==> config.mk <==
export PLATFORM = sky130hd
export DESIGN_NAME = quantdeser
export DESIGN_NICKNAME = d
export VERILOG_FILES = /design/src/rtl/quantdeser.sv
export SDC_FILE = /design/constraint.sdc
export NUM_CORES = 1
export LEC_CHECK = 0
export CORE_ASPECT_RATIO = 2
export CORE_UTILIZATION = 50
export DETAILED_ROUTE_END_ITERATION = 8
export PLACE_DENSITY = 0.87
export SETUP_SLACK_MARGIN = 0.05
export SYNTH_ARGS = -nofsm -noshare
export SYNTH_HDL_FRONTEND = slang
export SYNTH_SLANG_ARGS = --single-unit
export TNS_END_PERCENT = 100
==> constraint.sdc <==
create_clock -name clk -period 5.25 [get_ports clk]
set_clock_uncertainty 0.15 [all_clocks]
set_input_delay 0.525 -clock clk [delete_from_list [all_inputs] [get_ports clk]]
set_output_delay 0.525 -clock clk [all_outputs]
set_load 0.01 [all_outputs]
==> src/rtl/quantdeser.sv <==
// quantdeser: multi-lane serial-to-parallel deserializer.
//
// Each of NLANES lanes delivers a bd-bit word MSB first, one bit per clock.
// A frame is armed by start in IDLE, and bd = bdout+1 is latched at that
// edge. The next bd edges shift one bit into every lane. The completed words
// are LSB-aligned and zero-extended in dout. Then ovalid is held until the
// consumer accepts with ordy.
//
// Ports:
//   clk      in   rising-edge clock
//   clr      in   synchronous active-high reset
//   bdout    in   BDOP     bit depth minus 1, sampled only with start in IDLE
//   start    in   1        frame start
//   din      in   NLANES   serial bit per lane, lane i on din[i]
//   dout     out  NLANES*BDOUTMAX  words, lane i on dout[i*BDOUTMAX +: BDOUTMAX]
//   ovalid   out  1        dout holds a complete frame
//   ordy     in   1        consumer accepts dout when ovalid && ordy
//   busy     out  1        a frame is being shifted in
//   overflow out  1        sticky: an unaccepted frame was overwritten
//   starterr out  1        sticky: start arrived while busy
module quantdeser #(
  parameter int NLANES   = 8,
  parameter int BDOUTMAX = 32,
  parameter int BDOP     = $clog2(BDOUTMAX)
) (
  input  logic                         clk,
  input  logic                         clr,
  input  logic [BDOP-1:0]              bdout,
  input  logic                         start,
  input  logic [NLANES-1:0]            din,
  output logic [NLANES*BDOUTMAX-1:0]   dout,
  output logic                         ovalid,
  input  logic                         ordy,
  output logic                         busy,
  output logic                         overflow,
  output logic                         starterr
);

  // One extra bit so the counter can hold bd = BDOUTMAX.
  localparam int CW = BDOP + 1;

  typedef enum logic {IDLE, SHIFT} state_t;

  state_t                       state, state_nxt;
  logic [CW-1:0]                cnt;
  logic [NLANES*BDOUTMAX-1:0]   sr, sr_nxt;
  logic                         last;

  // The edge that shifts in the final bit of the frame.
  assign last = (state == SHIFT) && (cnt == CW'(1));
  assign busy = (state == SHIFT);

  always_comb begin
    state_nxt = state;
    case (state)
      IDLE:    if (start) state_nxt = SHIFT;
      SHIFT:   if (last)  state_nxt = IDLE;
      default: state_nxt = IDLE;
    endcase
  end

  // Every lane shifts left and takes its new bit at bit 0. The registers are
  // cleared at start, so the bits above bd-1 stay zero.
  always_comb begin
    sr_nxt = '0;
    for (int i = 0; i < NLANES; i++) begin
      sr_nxt[i*BDOUTMAX +: BDOUTMAX] = {sr[i*BDOUTMAX +: BDOUTMAX-1], din[i]};
    end
  end

  always_ff @(posedge clk) begin
    if (clr) state <= IDLE;
    else     state <= state_nxt;
  end

  // ---- shift stage / output register boundary ----
  always_ff @(posedge clk) begin
    if (clr) begin
      cnt      <= '0;
      sr       <= '0;
      dout     <= '0;
      ovalid   <= 1'b0;
      overflow <= 1'b0;
      starterr <= 1'b0;
    end else begin
      if (state == IDLE) begin
        if (start) begin
          cnt <= CW'(bdout) + CW'(1);
          sr  <= '0;
        end
      end else begin
        sr  <= sr_nxt;
        cnt <= cnt - CW'(1);
        // A start at any edge in SHIFT is ignored. This includes the
        // completing edge.
        if (start) starterr <= 1'b1;
      end

      if (last) begin
        // A new frame always replaces dout. It counts as a loss only when
        // the previous frame is still pending and is not taken at this edge.
        dout   <= sr_nxt;
        ovalid <= 1'b1;
        if (ovalid && !ordy) overflow <= 1'b1;
      end else if (ovalid && ordy) begin
        ovalid <= 1'b0;
      end
    end
  end

endmodule

# Word-level counts from Yosys, hierarchy flattened
# Index checks and enable logic that the tools add are counted.
# totals
inputBits	17
word_cells	28
out_inout_bits	260
ff_bits	521
# op_classes
n_addsub	2
n_eq_ne	1
muxes	9
bitwise	1
n_reduce_logical	8
# ops
operator	count
$mux 255	2
$mux 6	2
$add 5x1->6 const B	1
$eq 6x1->1 const B	1
$sub 6x1->6 const B	1
$mux 1	4
$reduce_and 2->1	2
$reduce_bool 2->1	2
$logic_and 1x1->1	3
$pmux 1 s2	1
$logic_not 1->1	1
$not 1->1	1

# Logic depth before layout (Yosys ltp)
# depth
depth_word	4
depth_mapped	8
mapped_depth_nobuf	6

# Worst setup path before layout
# No wires, ideal clock.
# synth_path
path_type	input to register
from	input start
to	register sr[185]
required_ns	4.972
path_stages	6
arrival_ns	1.559
setup_ns	0.128
path_slack_ns	3.413
n_path_buf	3
cell_sequence	clkbuf_1 > clkbuf_1 > clkbuf_1 > nor3b_1 > a21oi_1 > nor2_1
# synth_via
elab_chain_cells	1
# synth_lines
item	line	rtl
from (decl)	29	input logic start,
$reduce_bool 2->1 (no source line)	n/a	
to (signal assigned)	92	sr <= sr_nxt;
to (decl)	46	logic [NLANES*BDOUTMAX-1:0] sr, sr_nxt;
# No other way between the ends.
# A chain may end at the register's enable or synchronous reset.

# Final worst setup path
# layout_path
from	register state, in the netlist busy
to	register dout[133]
# layout_via
elab_chain_cells	1
# layout_lines
item	line	rtl
from (decl)	44	state_t state, state_nxt;
from (signal assigned)	73	else state <= state_nxt;
$logic_and 1x1->1	50	assign last = (state == SHIFT) && (cnt == CW'(1));
to (signal assigned)	102	dout <= sr_nxt;
to (decl)	31	output logic [NLANES*BDOUTMAX-1:0] dout,
# No other way between the ends.

==> run_results.csv <==
group,metric,value,unit
clock_tree,clk_path_buf_depth,3,
cells_and_area,final_cell_mix,"nand2_1 (517), dfxtp_1 (513), a21oi_1 (509)",
worst_setup_path,start_kind,"register",
route,routed.top_layer,"met4",
yosys,syn_inst,2276,
job,drv_cap,0,
timing,drv_slew,0,
worst_setup_path,cp_cell_sequence,"nor4b_4 -> nand3_4 -> buf_12 -> nand2_1 -> a21oi_1",
timing,hold_viol_final,0,
clock_tree,cts_tree,"yes",
global_route,grt_pass1_wl,72200,µm
cells_and_area,drive_gt1_share,3.60,%
timing,finalCriticalPeriod,3460,ps
clock_tree,clkSlewWorstSetupHoldPaths,70,ps
floorplan,die_h,275,µm
worst_setup_path,worst_ep_arrival_time,3710,ps
route,dr_wl_met2,22700,µm
placed_design,place_hpwl,26500,µm
global_route,grt_max_degree,173,
floorplan,die_area,0.0382,mm²
clock_tree,cts.repair.resized,0,
route,antenna_left,0,
worst_setup_path,cpLargestDelayFamily,"simple AND/OR/NAND/NOR gates",
timing,max_freq,289,MHz
clock_tree,cts_sinks,514,
power_and_ir_drop,power_leakage,7.46,nW
floorplan,num_rows,99,
power_and_ir_drop,power_density,334,mW/mm²
worst_setup_path,critPathMaxFanout,172,
route,drt_drc_violations_left,16,
hold_path,whs_path_depth,2,
worst_setup_path,r2r-end,"dout[133]$_SDFFE_PP0P_",
route,vias,15841,
floorplan,pin_count,277,
route,viasPerCell,5.47,
timing,worst_pin_slew,1210,ps
worst_setup_path,rr_startpoint,"busy$_SDFF_PP0_",
worst_setup_path,cp-endpoint,"dout[133]$_SDFFE_PP0P_",
placed_design,placed_cell_area,0.0214,mm²
global_route,grt_pass1_vias,15022,
route,route.met3.wl,2140,µm
yosys,synth_area,0.0187,mm²
clock_tree,htree_levels,2,
run_status,outcome,"finished with violations",
cells_and_area,synthToLayoutAreaGrowth,22.6,%
power_and_ir_drop,vdd_drop_max,0.000304,V
yosys,ys_ff_latch,514,
hold_path,hold_path_class,"register to register",
worst_setup_path,critPathLaunch,"busy$_SDFF_PP0_",
placed_design,numPortBuffers,276,
placed_design,routabilityCongestion,0.792,
route,wl_met1,16900,µm
cells_and_area,final_nets,2430,
route,finalWirelength,44000,µm
yosys,syn_nets,2296,
worst_setup_path,path_buf_inv,1,
worst_setup_path,r2r_slack,1790,ps
clock_tree,root_buffer,"clkbuf_16",
timing,layout_setup_ws,1790,ps
yosys,ys_seq_area_share,55.1,%
timing,slew_headroom,19.4,%
timing,rsz0062_at_grt,"false",
yosys,ys_types,30,
clock_tree,clkLatencyLatePin,550,ps
worst_setup_path,critPathKind,"register to register",
clock_tree,post_cts_buffers,0,
yosys,ys.warnings.count,0,
global_route,grt_overflow,0,
floorplan,core-area,0.0367,mm²
timing,setup_tns,0,ps
floorplan,initial_core_util,50.9,%
worst_setup_path,r2r_cells,5,
cells_and_area,antennaDiodeCount,0,
timing,period_share,65.9,%
placed_design,place_ws,1840,ps
global_route,antenna_found_initial,0,
worst_setup_path,cp.required,5500,ps
route,avgRoutedWirePerCell,15.2,µm
cells_and_area,stdcell_area,0.0229,mm²
worst_setup_path,slowest_delay,820,ps
worst_setup_path,end_kind,"register",
floorplan,die_w,139,µm
worst_setup_path,cp_slowest_cell,"dfxtp_4",
global_route,grt_use_total,22.6,%
yosys,synth.avg_cell_area,8.20,µm²
worst_setup_path,worst-path-stages,5,
clock_tree,cts_hold_buf,0,
timing,setup_viol,0,
clock_tree,numCtsBuffers,43,
cells_and_area,mostFrequentLayoutCell,"nand2_1",
route,dr.first_iter.drc_count,973,
route,dr.pass1.iters,7,
run_status,violations,"design-rule violations",
## worst register-to-register path, delay by kind of cell (launching register included)
kind	cells	cell delay (ps)
buffers and inverters	1	620
DFF	1	820
and+or+nand+nor	3	1640
AOI/OAI and AO/OA	1	80
## state kept, by name, indices dropped and copies added (netlist names)
register	flops
busy	1
cnt	6
dout	256
ovalid	1
overflow	1
sr	248
starterr	1
## layer usage
| layer | GRT usage (%) | vias up |
|---|---|---|
| li1 | - | 7779 |
| met1 | 25.0 | 7516 |
| met2 | 41.0 | 418 |
| met3 | 3.87 | 128 |
| met4 | 13.1 | 0 |
| met5 | 0 | - |
## kinds of logic (layout without fill, tap and decap cells)
logic type	after synthesis	count (layout)	synth area share, %
AO/OA/AOI/OAI	521	521	14.1
XOR/XNOR	3	3	0.141
adder cells (fa/ha/maj)	3	3	0.201
buffers and inverters	203	369	4.45
flip-flops	514	514	55.1
AND/OR/NAND/NOR	1032	1032	26.0
## worst min path at each step
stage | startpoint | endpoint | slack, ps
6_report | sr[190]$_SDFFE_PP0P_ | dout[191]$_SDFFE_PP0P_ | 300
5_1_grt | sr[158]$_SDFFE_PP0P_ | dout[159]$_SDFFE_PP0P_ | 320
4_1_cts | sr[190]$_SDFFE_PP0P_ | dout[191]$_SDFFE_PP0P_ | 300
3_3_place_gp | sr[158]$_SDFFE_PP0P_ | dout[159]$_SDFFE_PP0P_ | 280
3_5_place_dp | sr[190]$_SDFFE_PP0P_ | dout[191]$_SDFFE_PP0P_ | 290
2_1_floorplan | sr[126]$_SDFFE_PP0P_ | dout[127]$_SDFFE_PP0P_ | 280
## cell type report
| class | count | area, µm² |
|---|---|---|
| fillers | 2982 | 13800 |
| flip-flops and latches | 514 | 10300 |
| multi-input cells | 1559 | 7570 |
| repair buffers | 288 | 2920 |
| clock buffers | 57 | 1190 |
| well taps | 454 | 568 |
| clock inverters | 20 | 332 |
| inverters | 4 | 15.0 |
## metrics by stage
stage / hold WS [ps] / util [%] / cells / total power [mW]
2_1_floorplan: 277 / - / 2276 / 4.23
3_3_place_gp: 284 / 58.3 / 2819 / 4.29
3_5_place_dp: 293 / 58.3 / 2819 / 4.30
4_1_cts: 302 / 62.4 / 2896 / 7.71
5_1_grt: 317 / 62.4 / 2896 / 7.90
6_report: 299 / 62.4 / 2896 / 7.65
## where the power goes
group          internal, mW  switching, mW  total, mW
clock                  2.00           1.44       3.44
combinational        0.0479          0.230      0.278
sequential             3.91         0.0227       3.93
total                  5.96           1.69       7.65
## synth_stat cells (all sizes together)
cell type,n,share of area (%)
inv,4,0.080
nand3,4,0.11
clkbuf,157,3.2
a311oi,1,0.047
nor2b,1,0.034
dfxtp,514,55
nor3,1,0.027
o22ai,1,0.034
a211oi,3,0.12
nor3b,249,10
nor4b,1,0.13
a31oi,2,0.067
nor2,255,5.1
o31ai,1,0.040
nand2,517,10
buf,42,1.2
and3,1,0.034
a222oi,1,0.054
o21ba,1,0.054
ha,3,0.20
or3,1,0.034
xnor2,2,0.094
a221oi,1,0.047
o21ai,1,0.027
nand2b,2,0.067
xor2,1,0.047
a21oi,509,14
Note: power is estimated with default switching activity, not from simulation.
